## src/rtl/mips_pkg.sv

```systemverilog
// Shared definitions for the multicycle MIPS control path.
// Holds the opcode constants decoded by the control FSM, the 2-bit ULAOp
// classes sent to the ALU-control decoder, and the FSM state type.
package mips_pkg;

  localparam logic [5:0] OP_RTYPE = 6'b000000;
  localparam logic [5:0] OP_LW    = 6'b100011;
  localparam logic [5:0] OP_SW    = 6'b101011;
  localparam logic [5:0] OP_BEQ   = 6'b000100;
  localparam logic [5:0] OP_ADDI  = 6'b001000;
  localparam logic [5:0] OP_J     = 6'b000010;

  // 2'b11 is reserved and never driven.
  localparam logic [1:0] ULA_ADD   = 2'b00;
  localparam logic [1:0] ULA_SUB   = 2'b01;
  localparam logic [1:0] ULA_FUNCT = 2'b10;

  // Encodings are visible on state_o, so they are fixed explicitly.
  typedef enum logic [3:0] {
    StIdle   = 4'd0,
    StFetch  = 4'd1,
    StDecode = 4'd2,
    StMemAdr = 4'd3,
    StMemRd  = 4'd4,
    StMemWb  = 4'd5,
    StMemWr  = 4'd6,
    StExec   = 4'd7,
    StRwb    = 4'd8,
    StBranch = 4'd9,
    StAddiEx = 4'd10,
    StAddiWb = 4'd11,
    StJump   = 4'd12
  } state_t;

endpackage

```

## src/rtl/mem_watchdog.sv

```systemverilog
// Memory handshake watchdog.
// Counts consecutive cycles spent waiting on a memory access that has not
// completed. expire is raised combinationally on the MEM_TIMEOUT-th such cycle.
// Ports:
//   clk, rst_n : clock, asynchronous active-low reset
//   waiting    : FSM is in a state that waits on memory
//   ready      : memory completed the access this cycle
//   expire     : timeout reached this cycle (ready not seen)
module mem_watchdog #(
  parameter int unsigned MEM_TIMEOUT = 15,
  parameter int unsigned TW          = 4
) (
  input  logic clk,
  input  logic rst_n,
  input  logic waiting,
  input  logic ready,
  output logic expire
);

  logic [TW-1:0] r_count;
  logic          w_expire;

  // r_count holds the stalled cycles already elapsed, so this cycle is the
  // MEM_TIMEOUT-th one when it equals MEM_TIMEOUT-1. ready wins the tie.
  always_comb begin
    w_expire = waiting && !ready && (r_count == TW'(MEM_TIMEOUT - 1));
  end

  always_ff @(posedge clk or negedge rst_n) begin
    if (!rst_n) begin
      r_count <= '0;
    end else if (!waiting || ready || w_expire) begin
      r_count <= '0;
    end else begin
      r_count <= r_count + 1'b1;
    end
  end

  assign expire = w_expire;

endmodule

```

## src/rtl/ulacontrole_multiciclo.sv

```systemverilog
// Main control FSM of the multicycle MIPS datapath.
// Sequences fetch/decode/execute/memory/writeback, drives datapath enables and
// the ULAOp class, stalls on mem_ready, and raises sticky illegal_op / bus_err.
// Ports:
//   clk, rst_n        : clock, asynchronous active-low reset
//   opcode, mem_ready : IR[31:26] and memory-completion handshake
//   PCWrite..ULAOp    : datapath control (Moore, except stall-gated enables)
//   state_o           : current state encoding, for debug
//   illegal_op        : sticky, unknown opcode seen
//   bus_err           : sticky, memory timeout
module ulacontrole_multiciclo
  import mips_pkg::*;
#(
  parameter int unsigned MEM_TIMEOUT = 15,
  parameter int unsigned TW          = 4
) (
  input  logic       clk,
  input  logic       rst_n,
  input  logic [5:0] opcode,
  input  logic       mem_ready,
  output logic       PCWrite,
  output logic       PCWriteCond,
  output logic       IorD,
  output logic       MemRead,
  output logic       MemWrite,
  output logic       IRWrite,
  output logic       MemtoReg,
  output logic       RegDst,
  output logic       RegWrite,
  output logic       ULASrcA,
  output logic [1:0] ULASrcB,
  output logic [1:0] PCSource,
  output logic [1:0] ULAOp,
  output logic [3:0] state_o,
  output logic       illegal_op,
  output logic       bus_err
);

  state_t r_state;
  state_t w_next;
  logic   r_illegal;
  logic   r_bus_err;
  logic   w_set_illegal;
  logic   w_waiting;
  logic   w_expire;

  assign w_waiting = (r_state == StFetch) || (r_state == StMemRd) || (r_state == StMemWr);

  mem_watchdog #(
    .MEM_TIMEOUT(MEM_TIMEOUT),
    .TW         (TW)
  ) u_mem_watchdog (
    .clk    (clk),
    .rst_n  (rst_n),
    .waiting(w_waiting),
    .ready  (mem_ready),
    .expire (w_expire)
  );

  always_ff @(posedge clk or negedge rst_n) begin
    if (!rst_n) begin
      r_state   <= StIdle;
      r_illegal <= 1'b0;
      r_bus_err <= 1'b0;
    end else begin
      r_state   <= w_next;
      r_illegal <= r_illegal | w_set_illegal;
      r_bus_err <= r_bus_err | w_expire;
    end
  end

  always_comb begin
    w_next        = r_state;
    w_set_illegal = 1'b0;
    PCWrite       = 1'b0;
    PCWriteCond   = 1'b0;
    IorD          = 1'b0;
    MemRead       = 1'b0;
    MemWrite      = 1'b0;
    IRWrite       = 1'b0;
    MemtoReg      = 1'b0;
    RegDst        = 1'b0;
    RegWrite      = 1'b0;
    ULASrcA       = 1'b0;
    ULASrcB       = 2'b00;
    PCSource      = 2'b00;
    ULAOp         = ULA_ADD;
    case (r_state)
      StIdle: w_next = StFetch;
      StFetch: begin
        MemRead = 1'b1;
        ULASrcB = 2'b01;
        IRWrite = mem_ready;
        PCWrite = mem_ready;
        if (mem_ready)     w_next = StDecode;
        else if (w_expire) w_next = StIdle;
      end
      StDecode: begin
        // ALU precomputes the branch target while the opcode is decoded.
        ULASrcB = 2'b11;
        case (opcode)
          OP_LW, OP_SW: w_next = StMemAdr;
          OP_RTYPE:     w_next = StExec;
          OP_BEQ:       w_next = StBranch;
          OP_ADDI:      w_next = StAddiEx;
          OP_J:         w_next = StJump;
          default: begin
            // PC was already advanced in FETCH, so the instruction is skipped.
            w_set_illegal = 1'b1;
            w_next        = StFetch;
          end
        endcase
      end
      StMemAdr: begin
        ULASrcA = 1'b1;
        ULASrcB = 2'b10;
        // opcode is re-sampled here; if it no longer names a memory op,
        // treat it as illegal rather than guess a direction.
        if (opcode == OP_LW) begin
          w_next = StMemRd;
        end else if (opcode == OP_SW) begin
          w_next = StMemWr;
        end else begin
          w_set_illegal = 1'b1;
          w_next        = StFetch;
        end
      end
      StMemRd: begin
        MemRead = 1'b1;
        IorD    = 1'b1;
        if (mem_ready)     w_next = StMemWb;
        else if (w_expire) w_next = StIdle;
      end
      StMemWb: begin
        RegWrite = 1'b1;
        MemtoReg = 1'b1;
        w_next   = StFetch;
      end
      StMemWr: begin
        MemWrite = 1'b1;
        IorD     = 1'b1;
        if (mem_ready)     w_next = StFetch;
        else if (w_expire) w_next = StIdle;
      end
      StExec: begin
        ULASrcA = 1'b1;
        ULAOp   = ULA_FUNCT;
        w_next  = StRwb;
      end
      StRwb: begin
        RegWrite = 1'b1;
        RegDst   = 1'b1;
        w_next   = StFetch;
      end
      StBranch: begin
        ULASrcA     = 1'b1;
        ULAOp       = ULA_SUB;
        PCWriteCond = 1'b1;
        PCSource    = 2'b01;
        w_next      = StFetch;
      end
      StAddiEx: begin
        ULASrcA = 1'b1;
        ULASrcB = 2'b10;
        w_next  = StAddiWb;
      end
      StAddiWb: begin
        RegWrite = 1'b1;
        w_next   = StFetch;
      end
      StJump: begin
        PCWrite  = 1'b1;
        PCSource = 2'b10;
        w_next   = StFetch;
      end
      default: w_next = StIdle;
    endcase
  end

  assign state_o    = r_state;
  assign illegal_op = r_illegal;
  assign bus_err    = r_bus_err;

endmodule

```

## config.mk

```make
export PLATFORM = sky130hd
export DESIGN_NAME = ulacontrole_multiciclo
export DESIGN_NICKNAME = d
export VERILOG_FILES = /design/src/rtl/mips_pkg.sv /design/src/rtl/mem_watchdog.sv /design/src/rtl/ulacontrole_multiciclo.sv
export SDC_FILE = /design/constraint.sdc
export NUM_CORES = 1
export LEC_CHECK = 0
export CAP_MARGIN = 20
export CORE_MARGIN = 2
export CORE_UTILIZATION = 44
export CTS_BUF_LIST = sky130_fd_sc_hd__clkbuf_16
export CTS_CLUSTER_DIAMETER = 120
export DETAILED_ROUTE_END_ITERATION = 8
export MAX_ROUTING_LAYER = met4
export PLACE_DENSITY_LB_ADDON = 0.15
export SLEW_MARGIN = 10
export SYNTH_ARGS = -nofsm -noshare
export SYNTH_HDL_FRONTEND = slang
export SYNTH_HIERARCHICAL = 1
export SYNTH_SLANG_ARGS = --single-unit
```

## constraint.sdc

```tcl
create_clock -name clk -period 2.5 [get_ports clk]
set_clock_uncertainty 0.2 [all_clocks]
set_input_delay 0.375 -clock clk [delete_from_list [all_inputs] [get_ports clk]]
set_output_delay 0.375 -clock clk [all_outputs]
set_load 0.01 [all_outputs]
```

==> metrics.yaml <==
status: "finished clean"
mappedNetlistArea_um2: 848
synth-seq-cells: 10
global_route_wire_length_before_repair_um: 3260
syn-mean-instance-area_um2: 8.57
cts_hold_repair.buffers: 0
timing.max_slew.rel_slack_pct: 69.5
dr_total_vias: 876
time_the_worst_path_needs_with_i_o_delays_and_setup_ns: 2.45
fp.dieH_um: 47.9
cells_along_the_critical_path: "nand2b_2 > mux2i_1 > nand2_1 > o21ai_0 > clkdlybuf4s50_1"
root_buffer: "sky130_fd_sc_hd__clkbuf_16"
numCtsBuffers: 3
synth-edff-count: 0
highest_layer: "met4"
post-route-worst-setup-slack_ns: 0.0477
layout.nets: 143
cts.htree.levels: 1
cts.reportedPaths.clkPinSlew_ns: 0.04
ys_seq_area_share_pct: 29.5
seq_power_share_pct: 22.2
route.layer.met1.wl_um: 991
timing.critical_path.arrival_ns: 1.88
post_synthesis_to_final_layout_area_growth_pct: 49.7
ys_dominant_reg_cell: "sky130_fd_sc_hd__dfrtp_1"
clkLatencyLatePin_ns: 0.23
cpLargestDelayFamily: "buffers and inverters"
layout.core_utilization_pct: 72.0
largest_net_degree_at_the_start_of_global_routing: 13
hold_violations: 0
share_of_cells_above_drive_strength_1_pct: 16.0
switching_share_pct: 36.3
remaining_routing_drc_violations: 0
syn_inst: 99
syn-num-nets: 110
crit_required_ns: 1.92
worstReg2RegStart: "state_o[2]"
setup_viol: 0
grt_remaining_overflow: 0
synth.yosys.warnings: 6
critical_path.reg2reg.endpoint: "state_o[0]"
tritoncts: "yes"
worstPathMaxFanout: 8
place.port_buffers: 30
num_rows: 15
met3RoutedLength_um: 102
grt_pass1_vias: 766
r2r.worst_path.cells: 9
type_of_element_capturing_the_critical_path: "output pin"
ioPinCount: 31
cts_setup_buffers: 0
die_area_um2: 2300
clkSinkCount: 10
drt-pass1-iter-count: 4
drv.max_cap_violation_count: 0
startpoint_type: "register"
finalHoldWorstSlack_ns: 0.261
asyncSetResetFlopFracSynth_pct: 100
place_congestion: 0.842
crit_type: "register to output pin"
worst_path_bufs_invs: 1
routed-wl-met2_um: 1130
fin_crit_sh_pct: 98.1
number_of_antenna_violations_at_the_first_check_in_global_routing: 0
post_drt_wl_per_cell_um: 14.5
p_comb_share_pct: 52.2
avgViaCountPerCell: 5.62
post-dp-hpwl_um: 1660
clock_power_share_pct: 25.6
wl_um: 2270
slowest_stage: "sky130_fd_sc_hd__clkdlybuf4s50_1"
power.net_switching_mw: 0.404
p_per_area_nw_per_um2: 876
p_int_mw: 0.709
grt_util_all_layers_pct: 21.3
timing.final.max_slew_violations: 0
timing_worst_slew_pin_value_ns: 0.456
synth.distinct_cells: 44
cts_max_path_buffers: 2
route.antenna.remaining_nets: 0
fmax_mhz: 408
detail_route.iter0.violations: 17
timing.hold.worst.class: "input pin to asynchronous set/reset pin"
synth.top_cells.by_area: "sky130_fd_sc_hd__dfrtp_1 (29%), sky130_fd_sc_hd__nor2_1 (6.2%), sky130_fd_sc_hd__nand2b_1 (4.4%)"
fin_tns_setup_ns: 0
initial_utilization_pct: 48.1
floorplan.die.width_um: 47.9
reg2reg_slack_ns: 0.36
crit_path_max_incr_delay_ns: 0.56
core_region_area_um2: 1760
synth_largest_area_cell: "sky130_fd_sc_hd__dfrtp_1"
leakagePower_nw: 0.519
yosysTopAreaCellShare_pct: 29.5
insertedDiodeCount: 0
placement.setup.worst_slack_ns: 0.219
vdd_ir_drop_max_mv: 0.559
[area by class of cell]
type	count	area, um2
inverter	2	7.51
timing repair buffer	37	353
multi-input combinational	78	548
clock buffer	3	75.1
clock inverter	1	3.75
sequential	10	251
fill	155	494
tap	25	31.3
[power groups by stage]
stage,logic [mW],registers (mW),clock network [mW]
2_1_floorplan,0.338,0.226,0
5_1_grt,0.618,0.251,0.298
4_1_cts,0.578,0.241,0.285
6_report,0.581,0.247,0.284
3_5_place_dp,0.570,0.242,0
3_3_place_gp,0.558,0.242,0
[timing repair]
item,4_1_cts,5_1_grt
setup endpoints to repair,0,4
gates resized for setup,0,4
endpoints found under the hold margin,0,0
[state kept, by name, indices dropped and copies added, names as in the netlist]
register,cells
state_o,4
u_mem_watchdog/r_count,4
bus_err,1
illegal_op,1
[stage by stage]
stage / power [mW] / instances / cell area (um2)
after global placement: 0.799 / 152 / 1180
final: 1.11 / 156 / 1270
after CTS: 1.10 / 156 / 1260
after floorplan: 0.564 / 99 / 848
after global routing: 1.17 / 156 / 1270
after detailed placement: 0.812 / 152 / 1180
[cell families (layout without fill, tap and decap cells)]
family,Yosys count,after routing,synth area share [%]
simple gates,48,48,34.4
compound gates,20,20,17.4
buf+inv,11,43,7.08
flops,10,10,29.5
xor+xnor,5,5,5.16
mux,3,3,3.54
fa+ha+maj,2,2,2.95
[cell usage after synthesis, types with 3 or more instances]
cell type	instances
sky130_fd_sc_hd__o21ai_0	3
sky130_fd_sc_hd__nand3b_1	3
sky130_fd_sc_hd__dfrtp_1	10
sky130_fd_sc_hd__xor2_1	3
sky130_fd_sc_hd__nand2_1	5
sky130_fd_sc_hd__nor2_1	14
sky130_fd_sc_hd__nand3_1	4
sky130_fd_sc_hd__buf_2	3
sky130_fd_sc_hd__nand2b_1	6
sky130_fd_sc_hd__mux2i_1	3
sky130_fd_sc_hd__nand4_1	3
[cells in the final DEF, fill, tap and decap left out, drive strengths merged]
master	n
clkdlybuf4s50	30
nor2	14
dfrtp	10
buf	7
nand2b	7
nand2	5
nand3	4
o21ai	4
nand3b	3
nand4	3
xor2	3
mux2i	3
clkbuf	3
a21oi	3
inv	2
or4	2
xnor2	2
o21a	2
ha	2
nor3	2
nor4	2
o211ai	2
a21boi	1
or4b	1
or3	1
o31a	1
nor4b	1
o21bai	1
a31o	1
nor2b	1
a221oi	1
a211o	1
o32ai	1
a21o	1
or2	1
a211oi	1
clkinv	1
nor3b	1
[how the worst max path moves through the flow]
| stage | startpoint | to | slack [ns] | depth (start not counted) |
|---|---|---|---|---|
| 2_1_floorplan | state_o[2] | state_o[1] | 0.54 | 8 |
| 3_3_place_gp | mem_ready | PCWrite | 0.26 | 4 |
| 3_5_place_dp | mem_ready | IRWrite | 0.22 | 3 |
| 5_1_grt | state_o[3] | RegWrite | -0.01 | 4 |
| 6_report | state_o[2] | ULASrcA | 0.05 | 5 |
| 4_1_cts | state_o[0] | IRWrite | 0.01 | 3 |
[routing by layer]
metal	track usage [%]	up-vias
met5	-	-
met2	35.2	29
met3	4.15	6
met1	24.6	420
met4	9.73	0
li1	-	421
(Power assumes the default switching activity.)
